`config.mk`:
```
export PLATFORM = sky130hd
export DESIGN_NAME = display_rx_flat
export DESIGN_NICKNAME = d
export VERILOG_FILES = /design/src/rtl/display_rx_if.sv /design/src/rtl/display_rx.sv /design/src/flat_wrapper.sv
export SDC_FILE = /design/constraint.sdc
export NUM_CORES = 2
export LEC_CHECK = 0
export CORE_MARGIN = 5
export CORE_UTILIZATION = 40
export CTS_CLUSTER_DIAMETER = 50
export CTS_CLUSTER_SIZE = 40
export DETAILED_ROUTE_END_ITERATION = 16
export PLACE_DENSITY_LB_ADDON = 0.25
export SYNTH_ARGS = -nofsm -noshare
export SYNTH_HDL_FRONTEND = slang
export SYNTH_SLANG_ARGS = --single-unit
```
`constraint.sdc`:
```
create_clock -name clock_27mhz -period 5.72 [get_ports clock_27mhz]
set_input_delay 0.858 -clock clock_27mhz [delete_from_list [all_inputs] [get_ports clock_27mhz]]
set_output_delay 0.858 -clock clock_27mhz [all_outputs]
set_load 0.03 [all_outputs]
```
`src/rtl/display_rx_if.sv`:
```
// Serial bus of the 4-chip alphanumeric LED display.
// The master drives the bus and the receiver/monitor samples it through the slave modport.
interface display_rx_if;
  logic disp_clock;
  logic disp_data_out;
  logic disp_rs;
  logic disp_ce_b;
  logic disp_reset_b;

  modport master (
    output disp_clock, disp_data_out, disp_rs, disp_ce_b, disp_reset_b
  );
  modport slave (
    input disp_clock, disp_data_out, disp_rs, disp_ce_b, disp_reset_b
  );
endinterface

```
`src/rtl/display_rx.sv`:
```
// Oversampling receiver for the LED display bus; rebuilds the dot register and control word.
// Optional latched-frame counter enabled by defining DISPLAY_RX_FRAME_COUNT_EN.
module display_rx #(
  parameter int DOT_BITS    = 640,
  parameter int CTRL_BITS   = 32,
  parameter int SYNC_STAGES = 2
) (
  input  logic                 clock_27mhz,
  input  logic                 reset,
  display_rx_if.slave          bus,
  output logic [DOT_BITS-1:0]  dots_out,
  output logic [CTRL_BITS-1:0] control_out,
  output logic                 frame_strobe,
  output logic                 ctrl_strobe,
  output logic                 frame_error,
  output logic                 in_reset,
  output logic [15:0]          frame_count
);
  localparam int CNT_W = 11;
  localparam logic [CNT_W-1:0] DOT_LEN  = CNT_W'(DOT_BITS);
  localparam logic [CNT_W-1:0] CTRL_LEN = CNT_W'(CTRL_BITS);
  localparam logic [CNT_W-1:0] CNT_MAX  = '1;

  typedef enum logic [1:0] {IDLE, SHIFT, LATCH} state_t;

  logic [SYNC_STAGES-1:0] clk_sq, data_sq, rs_sq, ce_sq, rstb_sq;
  logic                   clk_prev_q, ce_prev_q;

  // Synchroniser chains start at the idle bus levels so release from reset looks quiet.
  always_ff @(posedge clock_27mhz) begin
    if (reset) begin
      clk_sq     <= '0;
      data_sq    <= '0;
      rs_sq      <= '0;
      ce_sq      <= '1;
      rstb_sq    <= '1;
      clk_prev_q <= 1'b0;
      ce_prev_q  <= 1'b1;
    end else begin
      clk_sq     <= {clk_sq[SYNC_STAGES-2:0], bus.disp_clock};
      data_sq    <= {data_sq[SYNC_STAGES-2:0], bus.disp_data_out};
      rs_sq      <= {rs_sq[SYNC_STAGES-2:0], bus.disp_rs};
      ce_sq      <= {ce_sq[SYNC_STAGES-2:0], bus.disp_ce_b};
      rstb_sq    <= {rstb_sq[SYNC_STAGES-2:0], bus.disp_reset_b};
      clk_prev_q <= clk_sq[SYNC_STAGES-1];
      ce_prev_q  <= ce_sq[SYNC_STAGES-1];
    end
  end

  logic clk_s, data_s, rs_s, ce_s, rstb_s;
  logic clk_rise, ce_fall, ce_rise, shift_en;

  assign clk_s    = clk_sq[SYNC_STAGES-1];
  assign data_s   = data_sq[SYNC_STAGES-1];
  assign rs_s     = rs_sq[SYNC_STAGES-1];
  assign ce_s     = ce_sq[SYNC_STAGES-1];
  assign rstb_s   = rstb_sq[SYNC_STAGES-1];
  assign clk_rise = clk_s & ~clk_prev_q;
  assign ce_fall  = ~ce_s & ce_prev_q;
  assign ce_rise  = ce_s & ~ce_prev_q;
  // A clock edge coinciding with the enable rise still counts: gating uses the previous enable.
  assign shift_en = clk_rise & ~ce_prev_q;

  state_t               state_q;
  logic [DOT_BITS-1:0]  sr_q, sr_d, dots_q;
  logic [CNT_W-1:0]     cnt_q, cnt_d;
  logic [CTRL_BITS-1:0] ctrl_q;
  logic                 rs_l_q, frame_stb_q, ctrl_stb_q, err_q, in_reset_q;

  assign sr_d  = {sr_q[DOT_BITS-2:0], data_s};
  assign cnt_d = (cnt_q == CNT_MAX) ? cnt_q : cnt_q + 1'b1;

  always_ff @(posedge clock_27mhz) begin
    if (reset) begin
      state_q     <= IDLE;
      sr_q        <= '0;
      cnt_q       <= '0;
      dots_q      <= '0;
      ctrl_q      <= '0;
      rs_l_q      <= 1'b0;
      frame_stb_q <= 1'b0;
      ctrl_stb_q  <= 1'b0;
      err_q       <= 1'b0;
      in_reset_q  <= 1'b0;
    end else begin
      frame_stb_q <= 1'b0;
      ctrl_stb_q  <= 1'b0;
      err_q       <= 1'b0;
      in_reset_q  <= ~rstb_s;
      // Display reset wipes the control word but deliberately keeps the last dot frame.
      if (!rstb_s) begin
        ctrl_q  <= '0;
        cnt_q   <= '0;
        state_q <= IDLE;
      end else begin
        case (state_q)
          IDLE: begin
            if (ce_fall) begin
              cnt_q   <= '0;
              rs_l_q  <= rs_s;
              state_q <= SHIFT;
            end
          end
          SHIFT: begin
            if (shift_en) begin
              sr_q  <= sr_d;
              cnt_q <= cnt_d;
            end
            if (ce_rise) state_q <= LATCH;
          end
          LATCH: begin
            state_q <= IDLE;
            if (!rs_l_q && cnt_q == DOT_LEN) begin
              dots_q      <= sr_q;
              frame_stb_q <= 1'b1;
            end else if (rs_l_q && cnt_q == CTRL_LEN) begin
              ctrl_q     <= sr_q[CTRL_BITS-1:0];
              ctrl_stb_q <= 1'b1;
            end else begin
              err_q <= 1'b1;
            end
          end
          default: state_q <= IDLE;
        endcase
      end
    end
  end

  assign dots_out     = dots_q;
  assign control_out  = ctrl_q;
  assign frame_strobe = frame_stb_q;
  assign ctrl_strobe  = ctrl_stb_q;
  assign frame_error  = err_q;
  assign in_reset     = in_reset_q;

`ifdef DISPLAY_RX_FRAME_COUNT_EN
  logic [15:0] fcnt_q;

  always_ff @(posedge clock_27mhz) begin
    if (reset)            fcnt_q <= '0;
    else if (frame_stb_q) fcnt_q <= fcnt_q + 16'd1;
  end

  assign frame_count = fcnt_q;
`else
  assign frame_count = '0;
`endif
endmodule
```
`src/flat_wrapper.sv`:
```
// flat-port wrapper written by rule: the top's interface ports become plain ports
module display_rx_flat 
#(
  parameter int DOT_BITS    = 640,
  parameter int CTRL_BITS   = 32,
  parameter int SYNC_STAGES = 2
)
  (clock_27mhz, reset, dots_out, control_out, frame_strobe, ctrl_strobe, frame_error, in_reset, frame_count, bus_disp_clock, bus_disp_data_out, bus_disp_rs, bus_disp_ce_b, bus_disp_reset_b);
  display_rx_if bus_i ();
  input  logic clock_27mhz;
  input  logic reset;
  output logic [DOT_BITS-1:0] dots_out;
  output logic [CTRL_BITS-1:0] control_out;
  output logic frame_strobe;
  output logic ctrl_strobe;
  output logic frame_error;
  output logic in_reset;
  output logic [15:0] frame_count;
  input wire logic [$bits(bus_i.disp_clock)-1:0] bus_disp_clock;
  input wire logic [$bits(bus_i.disp_data_out)-1:0] bus_disp_data_out;
  input wire logic [$bits(bus_i.disp_rs)-1:0] bus_disp_rs;
  input wire logic [$bits(bus_i.disp_ce_b)-1:0] bus_disp_ce_b;
  input wire logic [$bits(bus_i.disp_reset_b)-1:0] bus_disp_reset_b;
  assign bus_i.disp_clock = bus_disp_clock;
  assign bus_i.disp_data_out = bus_disp_data_out;
  assign bus_i.disp_rs = bus_disp_rs;
  assign bus_i.disp_ce_b = bus_disp_ce_b;
  assign bus_i.disp_reset_b = bus_disp_reset_b;
  display_rx #(.DOT_BITS(DOT_BITS), .CTRL_BITS(CTRL_BITS), .SYNC_STAGES(SYNC_STAGES)) u_core (.clock_27mhz(clock_27mhz), .reset(reset), .bus(bus_i), .dots_out(dots_out), .control_out(control_out), .frame_strobe(frame_strobe), .ctrl_strobe(ctrl_strobe), .frame_error(frame_error), .in_reset(in_reset), .frame_count(frame_count));
endmodule
```
==> metrics.md <==
| Metric | Value |
|---|---|
| Status | `complete, no violations` |
| Ys flop type | `dfxtp_1` |
| Largest cells by area after synthesis | `dfxtp_1, a21oi_1, nand2_1, nand3_1, o21ai_0` |
| Gate count after technology mapping | `5985` |
| Mapped Avg Cell Area | `8.066 um2` |
| DRC violations left | `0` |
| Total wire length | `145700 um` |
| Max transition margin | `7.135%` |
| Iteration count of the initial detailed-routing pass | `8` |
| Yosys cell types | `36` |
| Hold Buf Count CTS | `0` |
| Met3 Use GR | `5.374%` |
| Finished Layout Cells | `7983` |
| Routed WL per cell | `18.26 um` |
| Largest net degree at the start of global routing | `223` |
| GRT met1 Usage | `28.96%` |
| Post-synth EDFFs | `0` |
| Reg2reg start | `u_core.cnt_q[4]$_SDFFE_PP0P_` |
| Hold crit path type | `reg -> reg` |
| Max cap viols | `0` |
| GRT Overall Usage | `21.59%` |
| Synth-to-layout area growth | `23.96%` |
| Startpoint types | `flip-flop` |
| Vias in the first global route | `39450` |
| Worst path arrival time | `3.81 ns` |
| Clock Skew | `0.04777 ns` |
| Final setup vio count | `0` |
| Post-Syn Area | `0.04827 mm2` |
| Die Y-Extent | `357.4 um` |
| DRT iter0 DRCs | `3842` |
| CP Launch Point | `u_core.cnt_q[4]$_SDFFE_PP0P_` |
| Max Clock Freq | `306.9 MHz` |
| # rows | `127` |
| Reg2Reg Setup Slack | `2.46 ns` |
| CTS Buf Count | `132` |
| CTS tree | `done` |
| Ports | `699` |
| Register area share after synthesis | `55.65%` |
| CP endpoint | `u_core.dots_out[529]$_SDFFE_PP0P_` |
| Worst-path maximum fanout | `180` |
| Routed vias | `42880` |
| Htree depth | `4` |
| Placed cells | `7743` |
| Most Crowded Layer GR | `met2` |
| Count leader, synth | `dfxtp_1` |
| Share of cells above drive strength 1 | `4.725%` |
| Clock transition at path regs | `0.06 ns` |
| Worst-case clock buffer depth | `3` |
| Worst Setup End Kind | `flip-flop` |
| M2 GR Usage | `33.52%` |
| DIE WIDTH | `357.4 um` |
| Yosys top cell area share | `55.65%` |
| Req. time, crit path | `6.27 ns` |
| Worst hold stages | `1` |
| Initial antenna violation count | `2` |
| # port buffers | `682` |
| Most instantiated cells after synthesis | `dfxtp_1, a21oi_1, nand2_1` |
| CTS root buf | `clkbuf_16` |
| Antenna Nets Post-Route | `0` |
| Post-CTS sizing | `0` |
| HPWL Detailed | `86160 um` |
| Leak | `18.37 nW` |
| Minimum clock period | `3.258 ns` |
| Worst r2r path cells | `6` |
| Final period util | `56.96%` |
| #FFs+latches synth | `1342` |
| Crit Path Class | `reg -> reg` |
| Initial Utilization | `40.24%` |
| Grt total ovfl | `0` |
| Clock latency on the worst-skew pair | `0.75 ns` |
| Overall power | `18.68 mW` |
| Final #Nets | `6275` |
| Global-route wire length before repair | `226000 um` |
| Pwr Density | `312.2 mW/mm2` |
| Die area | `0.1277 mm2` |
| Top cell type by total area after synthesis | `dfxtp_1` |
| Vias per cell | `5.371` |
| Peak supply drop | `0.2293 mV` |
| RSZ-0062 raised after global routing | `false` |
| Post-synth ARST share | `0%` |
| Yosys warns | `0` |
| FF-to-FF End | `u_core.dots_out[529]$_SDFFE_PP0P_` |
| Core area | `0.1200 mm2` |
| TritonCTS Sinks | `1342` |
| Max Transition Viols Final | `0` |
| Final GP Congestion | `0.8085` |
| # Post-CTS Setup Buffers | `0` |
| Worst Tran Pin Value | `1.393 ns` |
| Final setup TNS | `0 ns` |
| Final hold violation count | `0` |
-- flip-flops by register name, indices dropped and copies added (netlist names) --
name	flops
u_core.ce_prev_q	1
u_core.ce_sq	2
u_core.clk_prev_q	1
u_core.clk_sq	2
u_core.cnt_q	11
u_core.control_out	32
u_core.ctrl_strobe	1
u_core.data_sq	2
u_core.dots_out	640
u_core.frame_error	1
u_core.frame_strobe	1
u_core.in_reset	1
u_core.rs_l_q	1
u_core.rs_sq	2
u_core.rstb_sq	2
u_core.sr_q	640
u_core.state_q	2
-- worst max-delay path: stages, from the launching register on --
cell,delay [ns]
dfxtp_1,0.41
nor3_1,0.57
nand3_4,0.56
buf_4,0.51
buf_12,0.29
o21ai_0,0.35
a21oi_1,0.10
-- power by group --
part           leakage [nW]  switching, mW  total [mW]  internal [mW]
Combinational          5.34          0.180       0.203         0.0221
Sequential             10.8        0.00338        9.35           9.34
Clock                  2.23           4.04        9.14           5.10
Total                  18.4           4.22        18.7           14.5
-- placed cells by master (no fill, tap or decap), types with 11 or more instances in the layout --
cell type and count:
bufinv_16 11, nand2_1 1318, buf_12 21, o21ai_0 642, a21oi_1 1320, clkinv_4 14, nand3_1 678, clkbuf_16 136
dfxtp_1 1342, clkdlybuf4s50_1 681, buf_4 34, inv_6 22, conb_1 16
-- area by class of cell --
type                            count  area, um2
Clock buffer                      152       3523
Multi-Input combinational cell   4050      18840
Sequential cell                  1342      26870
Clock inverter                     86       1074
Fill cell                       11470      60130
Tap cell                         1612       2017
Inverter                            2      7.507
Antenna cell                        1      2.502
Timing Repair Buffer              738       7512
-- logic make-up (layout without fill, tap and decap cells) --
family          count (synthesis)  count (layout)  share of synthesized area [%]
simple gates                 2050            2050                          18.06
fa+ha+maj                       2               2                        0.05183
compound gates               1982            1982                          20.66
other cells                     1              17                       0.007768
buf+inv                       608             978                          5.565
flops                        1342            1342                          55.65
-- routing by layer --
metal	vias to the layer above	routed length [um]
li1	20930	-
met2	1197	66180
met3	251	10830
met1	20500	63100
met4	0	5627
met5	-	0
-- metrics by stage --
stage | hold slack (ns) | util, % | setup WS [ns] | area (um2)
after floorplan | 0.3895 | - | 3.616 | 48330
after detailed placement | 0.4009 | 46.04 | 2.532 | 55240
after global placement | 0.3990 | 46.04 | 2.612 | 55240
after global routing | 0.4360 | 49.88 | 2.257 | 59840
after CTS | 0.4169 | 49.87 | 2.538 | 59830
final | 0.4172 | 49.88 | 2.462 | 59840
-- worst min path at each step --
stage | from | slack, ns | endpoint
detailed placement | u_core.rstb_sq[0]$_SDFF_PP1_ | 0.40 | u_core.rstb_sq[1]$_SDFF_PP1_
floorplan | u_core.ce_sq[0]$_SDFF_PP1_ | 0.39 | u_core.ce_sq[1]$_SDFF_PP1_
global placement | u_core.rstb_sq[0]$_SDFF_PP1_ | 0.40 | u_core.rstb_sq[1]$_SDFF_PP1_
finish | u_core.rstb_sq[0]$_SDFF_PP1_ | 0.42 | u_core.rstb_sq[1]$_SDFF_PP1_
CTS | u_core.rstb_sq[0]$_SDFF_PP1_ | 0.42 | u_core.rstb_sq[1]$_SDFF_PP1_
global route | u_core.rstb_sq[0]$_SDFF_PP1_ | 0.44 | u_core.rstb_sq[1]$_SDFF_PP1_
Note: power is estimated with default switching activity, not from simulation.
